**src/rtl/lsu_mem_master.sv**
```systemverilog
// ============================================================================
// lsu_mem_master
// ----------------------------------------------------------------------------
// Load/store initiator between the RV32I execute stage and the unified,
// word-addressed memory. Every RV32I load/store becomes word-wide memory
// cycles:
//   lb/lh/lw/lbu/lhu : one word read, then lane extraction + extension
//   sb/sh            : read-modify-write (memory only writes whole words)
//   sw               : single word write
//
// Optional feature macro: LSU_ALIGN_CHECK_EN
//   defined   -> misaligned accesses and illegal funct3 raise rsp_err with
//                no memory cycle
//   undefined -> rsp_err tied low; illegal funct3 falls back to lw/sw,
//                misaligned word accesses use the word address and halfword
//                accesses ignore addr[0]
//
// Ports:
//   clk, rst_n       rising-edge clock, asynchronous active-low reset
//   req_valid/ready  request handshake (ready only while idle)
//   req_we           1 = store, 0 = load
//   req_funct3       RV32I funct3 of the access
//   req_addr         byte address
//   req_wdata        store data, value in the LSBs
//   rsp_valid        one-cycle completion pulse
//   rsp_rdata        extended load result (0 for stores and errors)
//   rsp_err          error flag, valid with rsp_valid
//   mem_addr         word-aligned memory address
//   mem_write        memory write enable
//   mem_wdata        memory write data
//   mem_rdata        memory read data (combinational from mem_addr)
// ============================================================================
module lsu_mem_master #(
    parameter int ADDR_W = 32
) (
    input  logic              clk,
    input  logic              rst_n,
    input  logic              req_valid,
    output logic              req_ready,
    input  logic              req_we,
    input  logic [2:0]        req_funct3,
    input  logic [ADDR_W-1:0] req_addr,
    input  logic [31:0]       req_wdata,
    output logic              rsp_valid,
    output logic [31:0]       rsp_rdata,
    output logic              rsp_err,
    output logic [ADDR_W-1:0] mem_addr,
    output logic              mem_write,
    output logic [31:0]       mem_wdata,
    input  logic [31:0]       mem_rdata
);

    typedef enum logic [2:0] {
        IDLE,
        RD,
        RMW_RD,
        WR,
        RESP
    } state_t;

    state_t            state_q;
    logic [1:0]        addr_lo_q;
    logic [2:0]        funct3_q;
    logic [31:0]       wdata_q;

    logic              req_ready_q;
    logic              rsp_valid_q;
    logic [31:0]       rsp_rdata_q;
    logic              rsp_err_q;
    logic [ADDR_W-1:0] mem_addr_q;
    logic              mem_write_q;
    logic [31:0]       mem_wdata_q;

    logic              f3_illegal_d;
    logic [2:0]        req_f3_d;
    logic              req_err_d;
    logic [7:0]        rd_byte_d;
    logic [15:0]       rd_half_d;
    logic [31:0]       load_data_d;
    logic [31:0]       merge_d;

    // Request decode. Illegal encodings are folded onto lw/sw so the rest of
    // the datapath only ever sees lb/lh/lw/lbu/lhu or sb/sh/sw.
    always_comb begin
        f3_illegal_d = req_we ? (req_funct3 > 3'b010)
                              : ((req_funct3 == 3'b011) || (req_funct3 >= 3'b110));
        req_f3_d     = f3_illegal_d ? 3'b010 : req_funct3;
`ifdef LSU_ALIGN_CHECK_EN
        req_err_d    = f3_illegal_d
                     || ((req_f3_d[1:0] == 2'b01) && req_addr[0])
                     || ((req_f3_d == 3'b010) && (req_addr[1:0] != 2'b00));
`else
        req_err_d    = 1'b0;
`endif
    end

    // Lane selection on the word read back from memory: extraction for loads,
    // byte/halfword merge for the read-modify-write of sb/sh.
    always_comb begin
        case (addr_lo_q)
            2'd0:    rd_byte_d = mem_rdata[7:0];
            2'd1:    rd_byte_d = mem_rdata[15:8];
            2'd2:    rd_byte_d = mem_rdata[23:16];
            default: rd_byte_d = mem_rdata[31:24];
        endcase
        rd_half_d = addr_lo_q[1] ? mem_rdata[31:16] : mem_rdata[15:0];

        case (funct3_q)
            3'b000:  load_data_d = {{24{rd_byte_d[7]}}, rd_byte_d};
            3'b001:  load_data_d = {{16{rd_half_d[15]}}, rd_half_d};
            3'b100:  load_data_d = {24'd0, rd_byte_d};
            3'b101:  load_data_d = {16'd0, rd_half_d};
            default: load_data_d = mem_rdata;
        endcase

        merge_d = mem_rdata;
        if (funct3_q[0]) begin
            if (addr_lo_q[1]) merge_d[31:16] = wdata_q[15:0];
            else              merge_d[15:0]  = wdata_q[15:0];
        end else begin
            case (addr_lo_q)
                2'd0:    merge_d[7:0]   = wdata_q[7:0];
                2'd1:    merge_d[15:8]  = wdata_q[7:0];
                2'd2:    merge_d[23:16] = wdata_q[7:0];
                default: merge_d[31:24] = wdata_q[7:0];
            endcase
        end
    end

    // Access sequencer. All outputs are registered here so nothing on the
    // request side reaches the memory port combinationally, and reset drops
    // mem_write asynchronously so an interrupted store never lands.
    always_ff @(posedge clk or negedge rst_n) begin
        if (!rst_n) begin
            state_q     <= IDLE;
            addr_lo_q   <= '0;
            funct3_q    <= '0;
            wdata_q     <= '0;
            req_ready_q <= 1'b1;
            rsp_valid_q <= 1'b0;
            rsp_rdata_q <= '0;
            rsp_err_q   <= 1'b0;
            mem_addr_q  <= '0;
            mem_write_q <= 1'b0;
            mem_wdata_q <= '0;
        end else begin
            case (state_q)
                IDLE: begin
                    if (req_valid && req_ready_q) begin
                        addr_lo_q   <= req_addr[1:0];
                        funct3_q    <= req_f3_d;
                        wdata_q     <= req_wdata;
                        req_ready_q <= 1'b0;
                        rsp_rdata_q <= '0;
                        rsp_err_q   <= 1'b0;
                        if (req_err_d) begin
                            state_q     <= RESP;
                            rsp_valid_q <= 1'b1;
                            rsp_err_q   <= 1'b1;
                        end else if (!req_we) begin
                            state_q    <= RD;
                            mem_addr_q <= {req_addr[ADDR_W-1:2], 2'b00};
                        end else if (req_f3_d == 3'b010) begin
                            state_q     <= WR;
                            mem_addr_q  <= {req_addr[ADDR_W-1:2], 2'b00};
                            mem_wdata_q <= req_wdata;
                            mem_write_q <= 1'b1;
                        end else begin
                            state_q    <= RMW_RD;
                            mem_addr_q <= {req_addr[ADDR_W-1:2], 2'b00};
                        end
                    end
                end
                RD: begin
                    state_q     <= RESP;
                    rsp_rdata_q <= load_data_d;
                    rsp_valid_q <= 1'b1;
                    mem_addr_q  <= '0;
                end
                RMW_RD: begin
                    state_q     <= WR;
                    mem_wdata_q <= merge_d;
                    mem_write_q <= 1'b1;
                end
                WR: begin
                    state_q     <= RESP;
                    mem_write_q <= 1'b0;
                    mem_wdata_q <= '0;
                    mem_addr_q  <= '0;
                    rsp_valid_q <= 1'b1;
                end
                RESP: begin
                    state_q     <= IDLE;
                    rsp_valid_q <= 1'b0;
                    req_ready_q <= 1'b1;
                end
                default: begin
                    state_q     <= IDLE;
                    req_ready_q <= 1'b1;
                    rsp_valid_q <= 1'b0;
                    mem_write_q <= 1'b0;
                    mem_wdata_q <= '0;
                    mem_addr_q  <= '0;
                end
            endcase
        end
    end

    assign req_ready = req_ready_q;
    assign rsp_valid = rsp_valid_q;
    assign rsp_rdata = rsp_rdata_q;
    assign rsp_err   = rsp_err_q;
    assign mem_addr  = mem_addr_q;
    assign mem_write = mem_write_q;
    assign mem_wdata = mem_wdata_q;

endmodule

```
**config.mk**
```make
export PLATFORM = sky130hd
export DESIGN_NAME = lsu_mem_master
export DESIGN_NICKNAME = d
export VERILOG_FILES = /design/src/rtl/lsu_mem_master.sv
export SDC_FILE = /design/constraint.sdc
export NUM_CORES = 1
export LEC_CHECK = 0
export ABC_AREA = 1
export BUFFER_PORTS_ARGS = -buffer_cell sky130_fd_sc_hd__buf_2
export CAP_MARGIN = 20
export CORE_ASPECT_RATIO = 1.25
export CORE_MARGIN = 3
export CORE_UTILIZATION = 35
export DETAILED_ROUTE_END_ITERATION = 10
export GPL_ROUTABILITY_DRIVEN = 0
export PLACE_DENSITY = 0.55
export SLEW_MARGIN = 25
export SYNTH_ARGS = -nofsm -noshare
export SYNTH_HDL_FRONTEND = slang
export SYNTH_SLANG_ARGS = --single-unit
```
**constraint.sdc**
```tcl
create_clock -name clk -period 2.2 [get_ports clk]
set_clock_uncertainty 0.15 [all_clocks]
set_input_delay 0.11 -clock clk [delete_from_list [all_inputs] [get_ports clk]]
set_output_delay 0.11 -clock clk [all_outputs]
set_load 0.01 [all_outputs]
```
==> results_dict.tcl <==
set metrics [dict create \
    irDropWorstVdd_uv 504 \
    dp_hpwl_mm 17.2 \
    synth_top_area_share_pct 45.3 \
    core_sq_um 18400 \
    track_usage_pct 23.5 \
    cts_made_buffers 17 \
    num_antenna_cells 0 \
    root_buffer "clkbuf_16" \
    die_area_sq_um 20600 \
    worstPathArrival_ps 2230 \
    cts.sinks 121 \
    clk_pin_slew_worst_paths_ps 60 \
    wire_per_inst_um 16.1 \
    final_common_cell "nand2_1" \
    rows 55 \
    cp-start-kind "register" \
    leakagePower_uw 0.00540 \
    grt_max_degree 50 \
    syn2layout_area_growth_pct 42.9 \
    period_share_pct 92.4 \
    synthArstFlopShare_pct 100 \
    num_io_pins 203 \
    grt_pass1_wl_mm 38.6 \
    ant_nets 0 \
    crit_fanout 10 \
    synthFlopType "dfrtp_1" \
    cts_tree "done" \
    fin_area_sq_um 9460 \
    internal_power_uw 4030 \
    power_density_nw_per_um2 569 \
    portBuffers 199 \
    synthTopCellsByArea "dfrtp_1 45%, nand2_1 24%, nand3_1 8.5%, o21ai_0 5.6%, a21oi_1 2.6%" \
    place_area_sq_um 7940 \
    max-cap-violations 0 \
    drive_above_1_share_pct 22.2 \
    grt_pass1_vias 7322 \
    dr.pass1.iters 8 \
    end_kind "register" \
    syn_avg_cell_area_sq_um 6.91 \
    maxSlewViolCount 0 \
    finalSetupViolCount 0 \
    synth_edf_count 0 \
    clk_path_buf_depth 2 \
    synth_seq_cells 121 \
    syn_area_sq_um 6620 \
    vias_per_cell 4.94 \
    mostFrequentLayoutCells "430 x nand2_1, 198 x buf_2, 119 x dfrtp_1" \
    ys.warnings.count 0 \
    fin_crit_ps 2030 \
    clkPwrFrac_pct 50.1 \
    fmax_ghz 0.492 \
    htreeDepth 4 \
    drtIter0Drc 515 \
    crit_required_ps 2400 \
    clock_latency_ps 430 \
    die_height_um 160 \
    via_count 7323 \
    die_w_um 129 \
    drc 0 \
    power_uw 5390 \
    totalWireLength_mm 23.9 \
    status "complete, no violations" \
    nNetsFinal 1344 \
    fin_setup_tns_ps 0 \
    syn_inst 958 \
    worst_hold_slack_ps 12.9 \
    ys_seq_area_share_pct 45.7 \
    crit_type "register to register" \
    fillers 1834 \
    p_sw_uw 1350 \
    hold_violations 0 \
    grt_overflow 0 \
    netSwitchingFraction_pct 25.1 \
    seqPwrFrac_pct 41.6 \
    post_cts_buffers 0 \
    yosys.area.top_type "dfrtp_1" \
    p_comb_share_pct 8.3 \
    grt_antenna_before_repair 0 \
    initial_core_util_pct 36.1 \
    hp-class "primary input to register" \
    grt_setup_unrepaired "false" \
    synthDistinctLibCells 26 \
]
## worst paths after layout
kind | start | endpoint | slack, ps | depth (start not counted)
setup / recovery | state_q[2] | funct3_q[0] | 170 | 7
hold / removal | mem_rdata[7] | rsp_rdata[7] | 10 | 5
setup reg to reg | state_q[2] | funct3_q[0] | 170 | 7
hold reg to reg | mem_wdata[4] | mem_wdata[4] | 320 | 2
max in group asynchronous | rst_n | wdata_q[2] | 1230 | 3
min in group asynchronous | rst_n | rsp_rdata[11] | 30 | 2
## registers in the layout (all words and copies together), names as in the netlist
| signal | count |
|---|---|
| funct3_q | 3 |
| rsp_rdata | 32 |
| mem_addr | 30 |
| wdata_q | 16 |
| rsp_valid | 1 |
| mem_wdata | 32 |
| addr_lo_q | 2 |
| req_ready | 1 |
| mem_write | 1 |
| state_q | 3 |
## worst max-delay path, stage by stage, from the launching register on
cell,delay [ps]
dfrtp_1,420
nor2_2,130
nand2_1,130
nor2_2,170
buf_4,200
nand3_1,100
dlygate4sd3_1,590
o21ai_0,70
## cells in the mapped netlist, types with 3 or more instances
master and count:
nand2_1 430, dfrtp_1 120, nand3_1 113, o21ai_0 74, nor2_1 41, inv_1 38, a21oi_1 34, buf_2 26
clkbuf_1 26, o211ai_1 14, o21ai_1 6, o22ai_1 6, buf_4 5, inv_2 5, buf_1 4, nand4_1 4
nand2_2 3
## logic make-up after synthesis
family | count (synthesis) | share of synthesized area, %
AND/OR/NAND/NOR | 595 | 36.4
AO/OA/AOI/OAI | 137 | 11.1
flip-flops | 121 | 45.7
buffers and inverters | 104 | 6.67
other | 1 | 0.0566
## through the flow
| stage | instances | setup WS (ps) | util, % |
|---|---|---|---|
| after global placement | 1354 | 456 | 43.2 |
| after global routing | 1482 | 14.0 | 51.5 |
| after detailed placement | 1354 | 393 | 43.2 |
| after CTS | 1482 | 99.6 | 51.5 |
| after floorplan | 960 | 619 | - |
| final | 1482 | 168 | 51.5 |
## layout make-up
cell class                 instances  area, sq um  share of cell area, %
inverter                          43          161                   1.71
clock inverter                    15          140                   1.48
tap                              228          285                   3.01
timing repair buffer             323         2240                   23.7
sequential                       121         3030                   32.0
clock buffer                      17          425                   4.49
multi-input combinational        735         3180                   33.6
## metal layers
| metal | GRT usage [%] | part of all wire, % | wire length (um) |
|---|---|---|---|
| met2 | 38.4 | 48 | 11400 |
| met3 | 6.19 | 7.4 | 1770 |
| met5 | 0 | 0 | 0 |
| met4 | 8.31 | 2.6 | 632 |
| met1 | 29.9 | 42 | 10100 |
## power by group through the flow
stage          clock network, uW  registers (uW)  logic, uW
2_1_floorplan                  0            2280       98.5
3_3_place_gp                   0            2280        316
3_5_place_dp                   0            2280        316
4_1_cts                     2760            2240        445
5_1_grt                     2870            2240        494
6_report                    2700            2240        448
## what timing repair did
item | CTS | global route
endpoints found under the setup margin | 0 | 1
hold buffers | 96 | 0
resized for setup | 0 | 2
hold endpoints to repair | 228 | 0
Note: power is estimated with default switching activity, not from simulation.
